`config.mk`:
```
export PLATFORM = sky130hd
export DESIGN_NAME = t5_wback
export DESIGN_NICKNAME = d
export VERILOG_FILES = /design/src/rtl/t5_wback.sv
export SDC_FILE = /design/constraint.sdc
export NUM_CORES = 1
export LEC_CHECK = 0
export CAP_MARGIN = 15
export CORE_ASPECT_RATIO = 1.25
export CORE_UTILIZATION = 50
export CTS_CLUSTER_DIAMETER = 50
export CTS_CLUSTER_SIZE = 28
export DETAILED_ROUTE_END_ITERATION = 8
export GPL_TIMING_DRIVEN = 0
export PLACE_DENSITY_LB_ADDON = 0.05
export SKIP_CTS_REPAIR_TIMING = 1
export SLEW_MARGIN = 40
export SYNTH_ARGS = -nofsm -noshare
export SYNTH_HDL_FRONTEND = slang
export SYNTH_SLANG_ARGS = --single-unit
```
`constraint.sdc`:
```
create_clock -name sclk -period 2.6 [get_ports sclk]
set_input_delay 0.65 -clock sclk [delete_from_list [all_inputs] [get_ports sclk]]
set_output_delay 0.65 -clock sclk [all_outputs]
set_load 0.05 [all_outputs]
```
`src/rtl/t5_wback.sv`:
```
// Writeback stage: arbitrates the single register-file write port between
// same-cycle ALU/link results and one outstanding (possibly delayed) load.
//
// state  | meaning
// S_IDLE | no load outstanding
// S_WAIT | load issued, waiting for dwb_ack
// S_DATA | load data aligned and held, waiting for a free write port
module t5_wback #(
  parameter int XLEN = 32
) (
  input  logic            sclk,
  input  logic            srst_n,
  input  logic            mvld,
  input  logic [1:0]      mhart,
  input  logic            mwb,
  input  logic [4:0]      mrd,
  input  logic [1:0]      msel,
  input  logic [1:0]      mlsz,
  input  logic            mlun,
  input  logic [1:0]      madr,
  input  logic [XLEN-1:0] malu,
  input  logic [XLEN-1:0] mpc,
  input  logic [XLEN-1:0] dwb_dti,
  input  logic            dwb_ack,
  output logic            mwre,
  output logic [4:0]      rd0a,
  output logic [XLEN-1:0] rd0d,
  output logic [1:0]      whart,
  output logic            ldbusy,
  output logic [1:0]      lhart,
  output logic            lerr
);

  typedef enum logic [1:0] {S_IDLE, S_WAIT, S_DATA} state_t;

  state_t          state;
  logic [1:0]      slot_hart;
  logic            slot_wb;
  logic [4:0]      slot_rd;
  logic [1:0]      slot_lsz;
  logic            slot_lun;
  logic [1:0]      slot_adr;
  logic [XLEN-1:0] ld_data;

  logic            is_load;
  logic            nl_claim;
  logic            slot_wr;
  logic [XLEN-1:0] nl_data;
  logic [XLEN-1:0] ld_ext;

  function automatic logic [XLEN-1:0] load_ext(
    input logic [XLEN-1:0] dti,
    input logic [1:0]      lsz,
    input logic            lun,
    input logic [1:0]      adr
  );
    logic [7:0]  b;
    logic [15:0] h;
    case (adr)
      2'd0:    b = dti[7:0];
      2'd1:    b = dti[15:8];
      2'd2:    b = dti[23:16];
      default: b = dti[31:24];
    endcase
    h = adr[1] ? dti[31:16] : dti[15:0];
    case (lsz)
      2'b00:   return {{(XLEN-8){b[7] & ~lun}}, b};
      2'b01:   return {{(XLEN-16){h[15] & ~lun}}, h};
      default: return dti;
    endcase
  endfunction

  always_comb begin
    is_load  = mvld && (msel == 2'b10);
    nl_claim = mvld && (msel != 2'b10) && mwb && (mrd != 5'd0);
    nl_data  = (msel == 2'b01) ? (mpc + XLEN'(4)) : malu;
    slot_wr  = slot_wb && (slot_rd != 5'd0);
    ld_ext   = load_ext(dwb_dti, slot_lsz, slot_lun, slot_adr);
  end

  always_ff @(posedge sclk or negedge srst_n) begin
    if (!srst_n) begin
      state     <= S_IDLE;
      slot_hart <= '0;
      slot_wb   <= 1'b0;
      slot_rd   <= '0;
      slot_lsz  <= '0;
      slot_lun  <= 1'b0;
      slot_adr  <= '0;
      ld_data   <= '0;
      mwre      <= 1'b0;
      rd0a      <= '0;
      rd0d      <= '0;
      whart     <= '0;
      ldbusy    <= 1'b0;
      lhart     <= '0;
      lerr      <= 1'b0;
    end else begin
      mwre <= 1'b0;
      // Same-cycle results always win the port; load data waits behind them.
      if (nl_claim) begin
        mwre  <= 1'b1;
        rd0a  <= mrd;
        rd0d  <= nl_data;
        whart <= mhart;
      end

      case (state)
        S_IDLE: begin
          if (dwb_ack) lerr <= 1'b1;
          if (is_load) begin
            slot_hart <= mhart;
            slot_wb   <= mwb;
            slot_rd   <= mrd;
            slot_lsz  <= mlsz;
            slot_lun  <= mlun;
            slot_adr  <= madr;
            state     <= S_WAIT;
            ldbusy    <= 1'b1;
            lhart     <= mhart;
          end
        end

        S_WAIT: begin
          if (is_load) lerr <= 1'b1;
          if (dwb_ack) begin
            if (!slot_wr) begin
              state  <= S_IDLE;
              ldbusy <= 1'b0;
              lhart  <= '0;
            end else if (nl_claim) begin
              ld_data <= ld_ext;
              state   <= S_DATA;
            end else begin
              mwre   <= 1'b1;
              rd0a   <= slot_rd;
              rd0d   <= ld_ext;
              whart  <= slot_hart;
              state  <= S_IDLE;
              ldbusy <= 1'b0;
              lhart  <= '0;
            end
          end
        end

        S_DATA: begin
          if (is_load || dwb_ack) lerr <= 1'b1;
          if (!nl_claim) begin
            mwre   <= 1'b1;
            rd0a   <= slot_rd;
            rd0d   <= ld_data;
            whart  <= slot_hart;
            state  <= S_IDLE;
            ldbusy <= 1'b0;
            lhart  <= '0;
          end
        end

        default: begin
          state  <= S_IDLE;
          ldbusy <= 1'b0;
          lhart  <= '0;
        end
      endcase
    end
  end

endmodule

```
# After elaboration in Yosys (flattened, before gate mapping)

Index checks and enable logic that the tools add are counted.
Widths: inputs -> output; s select.

Register bits: 91
Latch bits: 0
Memory bits (writable): 0
Memory bits (read-only): 0
Input port bits: 115
Logic and storage cells: 94
Memories kept: 0

Add/subtract/negate cells: 1
Multipliers: 0
Divide/modulo/power cells: 0
Magnitude comparators: 0
Equal/unequal tests: 14
Shift-type cells: 0
Muxes and demuxes: 44
Bitwise operators: 3
Reduce and logical (&&, ||, !) cells: 17

Operators by type and width:

| cell                  | count |
|---|---|
| $mux 32               | 6 |
| $pmux 32 s2           | 2 |
| $add 32x3->32 const B | 1 |
| $mux 2                | 13 |
| $pmux 8 s3            | 1 |
| $mux 5                | 4 |
| $mux 16               | 1 |
| $ne 2x2->1 const B    | 7 |
| $pmux 2 s3            | 2 |
| $mux 1                | 10 |
| $pmux 5 s2            | 1 |
| $reduce_bool 5->1     | 2 |
| $eq 2x1->1 const B    | 4 |
| $reduce_and 4->1      | 2 |
| $eq 2x2->1 const B    | 3 |
| $logic_not 2->1       | 3 |
| $pmux 1 s3            | 2 |
| $logic_and 1x1->1     | 5 |
| $pmux 2 s2            | 1 |
| $reduce_and 2->1      | 2 |
| $reduce_and 3->1      | 1 |
| $reduce_bool 3->1     | 1 |
| $and 1x1->1           | 2 |
| $pmux 1 s2            | 1 |
| 2 further kinds       | 2 |

# Longest topological paths before layout

Gate-level depths: netlist (run 1).

Word-level depth: 9
Depth in mapped cells: 10

# Worst setup path after synthesis (run 1)

OpenSTA, ideal clock, no wires.

Kind: input to register
Start point: in mrd[4]
End point: reg rd0d[24]
Library setup time: 0.128 ns
Data arrival time: 2.118 ns
Data required time: 2.472 ns
Setup slack: 0.354 ns
Stages: 7
Cells stage by stage: or3_1 > o2111ai_2 > and3_1 > buf_2 > nand2_1 > o221ai_1 > a21oi_1

Cells in the longest elaborated chain, start to end: 7

RTL lines:

| element               | RTL line | source |
|---|---|---|
| from (decl)           | 16       | `input logic [4:0] mrd,` |
| $reduce_bool 5->1 (*) | 75       | `nl_claim = mvld && (msel != 2'b10) && mwb && (mrd != 5'd0);` |
| $logic_and 1x1->1 (*) | 75       |  |
| $mux 32               | 101      | `if (nl_claim) begin` |
| $mux 32               | 131      | `end else if (nl_claim) begin` |
| $mux 32               | 127      | `if (!slot_wr) begin` |
| $mux 32               | 126      | `if (dwb_ack) begin` |
| $pmux 32 s2 (*)       | 108      | `case (state)` |
| to (signal assigned)  | 104      | `rd0d <= nl_data;` |
| to (signal assigned)  | 137      | `rd0d <= ld_ext;` |
| to (signal assigned)  | 151      | `rd0d <= ld_data;` |
| to (decl)             | 27       | `output logic [XLEN-1:0] rd0d,` |

Every way passes the cells marked *; elsewhere a longest branch is shown, timed or not.
A chain may end at the register's enable or synchronous reset.

# Worst setup path after layout (run 1)

Start point: in mrd[4]
End point: reg rd0d[31]

The elaborated chain is that of the path after synthesis.

==> results.json, run 1 <==
{
  "status": "finished, final reports clean",
  "cp.required_ps": 2820,
  "p_per_area_nw_per_um2": 1100,
  "synth.area.top_cells": "dfrtp_1, o21ai_0, nand2_1",
  "core_sq_um": 11700,
  "grt_overflow_total": 0,
  "drv_slew": 0,
  "cts_tree": "built",
  "root_buffer": "clkbuf_16",
  "fin_nets": 1023,
  "ir_drop_v": 0.000760,
  "ys_seq_area_share_pct": 37.5,
  "port_buffers": 158,
  "place.gp.congestion": 0.955,
  "via_per_inst": 6.50,
  "clkTransAtPathRegs_ps": 70,
  "r2r_start": "state[1]",
  "wl_met2_mm": 11.7,
  "detail-route-antenna-nets": 0,
  "track_usage_pct": 38.1,
  "insertion_delay_ps": 350,
  "placed_cells_incl_taps": 1045,
  "synth_nets": 845,
  "highest_layer": "met4",
  "vias": 6946,
  "area_growth_pct": 38.2,
  "tns_ps": 0,
  "hold_slack_ps": 238,
  "netlist_top_cells_count": "dfrtp_1, nand2_1, o21ai_0",
  "synthArstFlopShare_pct": 100,
  "yosys.area.top_type_share_pct": 37.5,
  "wl_met1_mm": 8.82,
  "grt_pass1_wl_mm": 36.2,
  "cellLeakagePower_uw": 0.00342,
  "floorplan.rows": 44,
  "timing.rr.end": "whart[1]",
  "yosys.cell_count.top_type": "dfrtp_1",
  "cts_made_buffers": 9,
  "postSynthAreaPerCell_sq_um": 8.38,
  "worst_pin_slew_ps": 818,
  "cts.sinks": 91,
  "rrSetupSlack_ps": 180,
  "clock.fmax_mhz": 391,
  "syn_inst": 725,
  "grt_max_degree": 52,
  "ys_types": 60,
  "setup_viol": 0,
  "crit_fanout": 8,
  "avgRoutedWirePerCell_um": 22.5,
  "fin_crit_sh_pct": 98.4,
  "first_pass_iters": 6,
  "start_kind": "input port",
  "cp-end-kind": "flop",
  "num-fill-cells": 956,
  "drc": 0,
  "grt_antenna_before_repair": 0,
  "finClkSkew_ps": 9.00,
  "yosys_warnings": 0,
  "layout-drive-gt1-share_pct": 11.0,
  "finalCriticalPeriod_ps": 2560,
  "cts.htree.levels": 3,
  "totalWireLength_mm": 24.1,
  "ys_ff_latch": 91,
  "synthesis.area_sq_um": 6080,
  "finalNonFillerCells": 1069,
  "synth_edf_count": 0,
  "num_antenna_cells": 0,
  "relSlewSlack_pct": 45.2,
  "reg2regPathDepth": 8,
  "start_util_pct": 51.8,
  "clockBufferDepth": 2,
  "ys.flop_type": "dfrtp_1",
  "dp_hpwl_mm": 18.3,
  "hold_viol": 0,
  "worstHoldPathType": "input port to async pin",
  "grt_pass1_vias": 6796,
  "io_pins": 159,
  "arrival_ps": 2780,
  "die_y_um": 125,
  "drt_iter0_markers": 727,
  "synth_largest_area_cell": "dfrtp_1",
  "design.die.area_sq_um": 12600,
  "path_class": "input port to flop",
  "drv_cap": 0,
  "wl_met3_mm": 1.97,
  "die_w_um": 101
}
## through the flow
| stage | power (uW) | utilization [%] | cell area [sq um] | setup WS (ps) |
|---|---|---|---|---|
| CTS | 9040 | 69.9 | 8190 | -288 |
| global route | 9680 | 71.6 | 8400 | -46.0 |
| global placement | 7530 | 67.0 | 7860 | -2380 |
| floorplan | 5850 | - | 6080 | 354 |
| detailed placement | 7660 | 67.2 | 7890 | -652 |
| finish | 9250 | 71.6 | 8400 | 41.6 |
## cells by family after synthesis
logic type                 after synthesis  synth area share, %
xor gates and xnor gates                26                 3.75
buffers and inverters                   67                 4.39
and+or+nand+nor                        270                 21.4
DFF                                     91                 37.5
muxes                                   25                 5.89
adders and majority gates                5                 1.03
AOI/OAI and AO/OA                      241                 26.1
## worst max path at each step
stage          endpoint  slack, ps  cells after the start    from
3_3_place_gp   rd0d[29]      -2380                      1  srst_n
2_1_floorplan  rd0d[24]        350                      7  mrd[4]
4_1_cts        rd0d[13]       -290                      7  mrd[4]
5_1_grt        rd0d[25]        -50                      9  mrd[0]
6_report       rd0d[31]         40                      7  mrd[4]
3_5_place_dp   rd0d[13]       -650                      7  mrd[4]
## cells in the final DEF, fill, tap and decap left out, types with 8 or more instances in the layout
cell,count
a211oi_1,8
a21o_1,8
a21oi_1,37
a31oi_1,17
buf_4,11
clkbuf_1,25
clkbuf_16,9
clkbuf_2,16
clkdlybuf4s50_1,153
dfrtp_1,91
inv_1,13
mux2_2,16
nand2_1,82
nand3_1,36
nand4_1,8
nor2_1,50
nor2b_1,16
nor3_1,30
o211ai_1,14
o21ai_0,70
o221ai_1,9
o22ai_1,15
o31ai_1,12
xnor2_1,12
xor2_1,14
## per-layer routing
| layer | vias to the layer above | track usage (%) |
|---|---|---|
| met4 | 0 | 24.3 |
| met2 | 461 | 62.8 |
| li1 | 3062 | - |
| met5 | - | 0 |
| met1 | 3304 | 46.0 |
| met3 | 119 | 5.76 |
## critical path: stages
cell and delay (ps):
clkdlybuf4s50_1 460, or3_4 440, o2111ai_4 370, buf_4 180, nand3_2 220, o21ai_1 320, a221oi_1 130
## final cells by class
class                      instances  area (sq um)  share of cell area, %
buffer                            53           262                   3.11
clock buffer                      10           239                   2.85
clock inverter                     6          70.1                  0.835
inverter                          13          48.8                  0.581
multi-input combinational        567          3620                   43.1
sequential                        91          2280                   27.1
tap                              161           201                   2.40
timing repair buffer             168          1680                   20.0
## report_power, final
part	leakage (uW)	internal [uW]	switching, uW
clock network	0.000142	779	605
registers	0.00115	2040	506
logic	0.00212	1970	3350
total	0.00342	4790	4460
## state kept, by name, indices dropped and copies added (netlist names)
signal	cells
slot_wb	1
lerr	1
slot_adr	2
state	2
whart	2
slot_lsz	2
mwre	1
ld_data	32
slot_lun	1
rd0d	32
lhart	2
slot_hart	2
slot_rd	5
rd0a	5
ldbusy	1
No activity file was read; power rests on OpenSTA's default activity.
==> run 2, diff against run 1 <==
--- a/config.mk
+++ b/config.mk
@@ -7,7 +7,8 @@
 export LEC_CHECK = 0
 export CAP_MARGIN = 15
 export CORE_ASPECT_RATIO = 1.25
-export CORE_UTILIZATION = 50
+export CORE_MARGIN = 1.5
+export CORE_UTILIZATION = 42
 export CTS_CLUSTER_DIAMETER = 50
 export CTS_CLUSTER_SIZE = 28
 export DETAILED_ROUTE_END_ITERATION = 8
==> run 2 against run 1 <==
Effect of this change:
- worst setup slack worse by 2.3 ps
- fmax barely moved
- via count shrank 0.89%
- routed wire length is 4.3% higher
- die area up 21%
==> results.json, run 2 (same netlist as run 1, synthesis figures left out) <==
{
  "status": "finished, final reports clean",
  "cts.htree.levels": 3,
  "cts.sinks": 91,
  "start_kind": "input port",
  "rsz0062_at_grt": "true",
  "dp_hpwl_mm": 19.3,
  "biggestRegsByFlops": "ld_data x32, rd0d x32",
  "slowest_delay_ps": 550,
  "vias": 6884,
  "grt_overflow_total": 0,
  "avgRoutedWirePerCell_um": 23.2,
  "pwr-share-comb_pct": 56.2,
  "grt_antenna_before_repair": 0,
  "worst_pin_slew_ps": 778,
  "rrSetupSlack_ps": 110,
  "critPathTopFamily": "buffers and inverters",
  "cp-end-kind": "flop",
  "setup_viol": 0,
  "insertion_delay_ps": 360,
  "p_per_area_nw_per_um2": 1120,
  "cp_num_buf_inv": 2,
  "cp.required_ps": 2830,
  "floorplan.rows": 48,
  "p_clk_share_pct": 16.7,
  "hold_slack_ps": 220,
  "p_seq_share_pct": 27.1,
  "design.die.area_sq_um": 15200,
  "finClkSkew_ps": 12.4,
  "grt_max_degree": 48,
  "place_area_sq_um": 7920,
  "multi_input_area_sq_um": 3640,
  "clock.fmax_mhz": 391,
  "clockBufferDepth": 2,
  "fin_util_pct": 60.4,
  "area_growth_pct": 39.1,
  "ir_drop_v": 0.000797,
  "layout-drive-gt1-share_pct": 11.0,
  "fin_crit_sh_pct": 98.5,
  "netSwitchingFraction_pct": 47.3,
  "hold_viol": 0,
  "drv_cap": 0,
  "detail-route-antenna-nets": 0,
  "num_antenna_cells": 0,
  "arrival_ps": 2790,
  "via_per_inst": 6.37,
  "fin_nets": 1021,
  "fin_ws_ps": 39.4,
  "p_int_uw": 4980,
  "first_pass_iters": 6,
  "io_pins": 159,
  "drt_iter0_markers": 691,
  "mostFrequentLayoutCells": "clkdlybuf4s50_1, dfrtp_1, nand2_1, o21ai_0, nor2_1",
  "final_common_cell": "clkdlybuf4s50_1",
  "clkTransAtPathRegs_ps": 70,
  "place.gp.congestion": 0.921,
  "relSlewSlack_pct": 48.2,
  "drc": 0,
  "totalWireLength_mm": 25.1,
  "cp_cell_sequence": "clkdlybuf4s50_1 > nand2_1 > a21oi_1 > clkbuf_2 > nand3_2 > o21ai_1 > a221oi_2",
  "cts_tree": "built",
  "drv_slew": 0,
  "num-fill-cells": 1280,
  "core_sq_um": 14000,
  "start_util_pct": 43.4,
  "p_sw_uw": 4480,
  "grt_pass1_wl_mm": 38.1,
  "crit_fanout": 10,
  "path_class": "input port to flop",
  "seqCellArea_sq_um": 2280,
  "die_y_um": 137,
  "total_power_uw": 9460,
  "worstHoldPathType": "input port to async pin",
  "finalCriticalPeriod_ps": 2560,
  "root_buffer": "clkbuf_16",
  "r2r_start": "slot_adr[1]",
  "place_ws_ps": -703,
  "cts_made_buffers": 9,
  "critPathLaunch": "dwb_ack",
  "cellLeakagePower_uw": 0.00342,
  "die_w_um": 111,
  "finalInstanceArea_sq_um": 8450,
  "track_usage_pct": 32.8,
  "port_buffers": 158,
  "critPathSlowestCell": "clkdlybuf4s50_1",
  "grt_pass1_vias": 6682
}
-- run 2: cell types whose count changed in the layout (fill, tap and decap cells not counted), moves of 2 or more --
cell,before,now
a21oi_2,2,0
clkbuf_2,16,18
buf_4,11,9
clkinv_4,0,2
inv_6,2,0
dlymetal6s2s_1,4,2
clkdlybuf4s50_1,153,155
clkinvlp_4,3,0
bufinv_16,1,3
buf_6,4,2
-- run 2: worst paths after layout --
| kind | to | depth (start not counted) |
|---|---|---|
| worst max-delay path | rd0d[31] | 7 |
| worst min-delay path | slot_lun | 1 |
| worst max register to register | rd0d[4] | 7 |
| worst min register to register | lerr | 1 |
| max in group asynchronous | ld_data[10] | 2 |
| min in group sclk | lerr | 1 |
-- run 2: cell type report --
class / count / area share, %
clock inverter: 6 / 1.33
clock buffer: 10 / 2.83
tap: 175 / 2.59
timing repair buffer: 165 / 19.6
buffer: 53 / 3.02
multi-input combinational: 568 / 43.1
sequential: 91 / 26.9
inverter: 13 / 0.577
-- run 2: worst register-to-register path, delay by kind of cell (launching register included) --
family,cells,cell delay [ps]
AOI/OAI and AO/OA,5,1200
buffers and inverters,2,800
DFF,1,440
-- run 2: routing by layer --
layer / vias up / track usage [%] / wire (um)
met2: 374 / 57.4 / 12600
li1: 3079 / - / -
met4: 0 / 14.1 / 967
met1: 3365 / 40.1 / 9730
met5: - / 0 / 0
met3: 66 / 5.63 / 1830
-- run 2: power by group through the flow --
stage | combinational [uW] | clock (uW) | sequential [uW]
after floorplan | 2510 | 0 | 3340
after global placement | 5080 | 0 | 2530
after detailed placement | 5150 | 0 | 2550
after CTS | 5170 | 1580 | 2540
after global routing | 5660 | 1640 | 2620
final | 5320 | 1580 | 2560
-- run 2: per-stage QoR --
stage          setup TNS, ps  cells
2_1_floorplan              0    725
3_3_place_gp         -271160   1058
3_5_place_dp          -38800   1059
4_1_cts               -12510   1075
5_1_grt                -19.9   1081
6_report                   0   1081
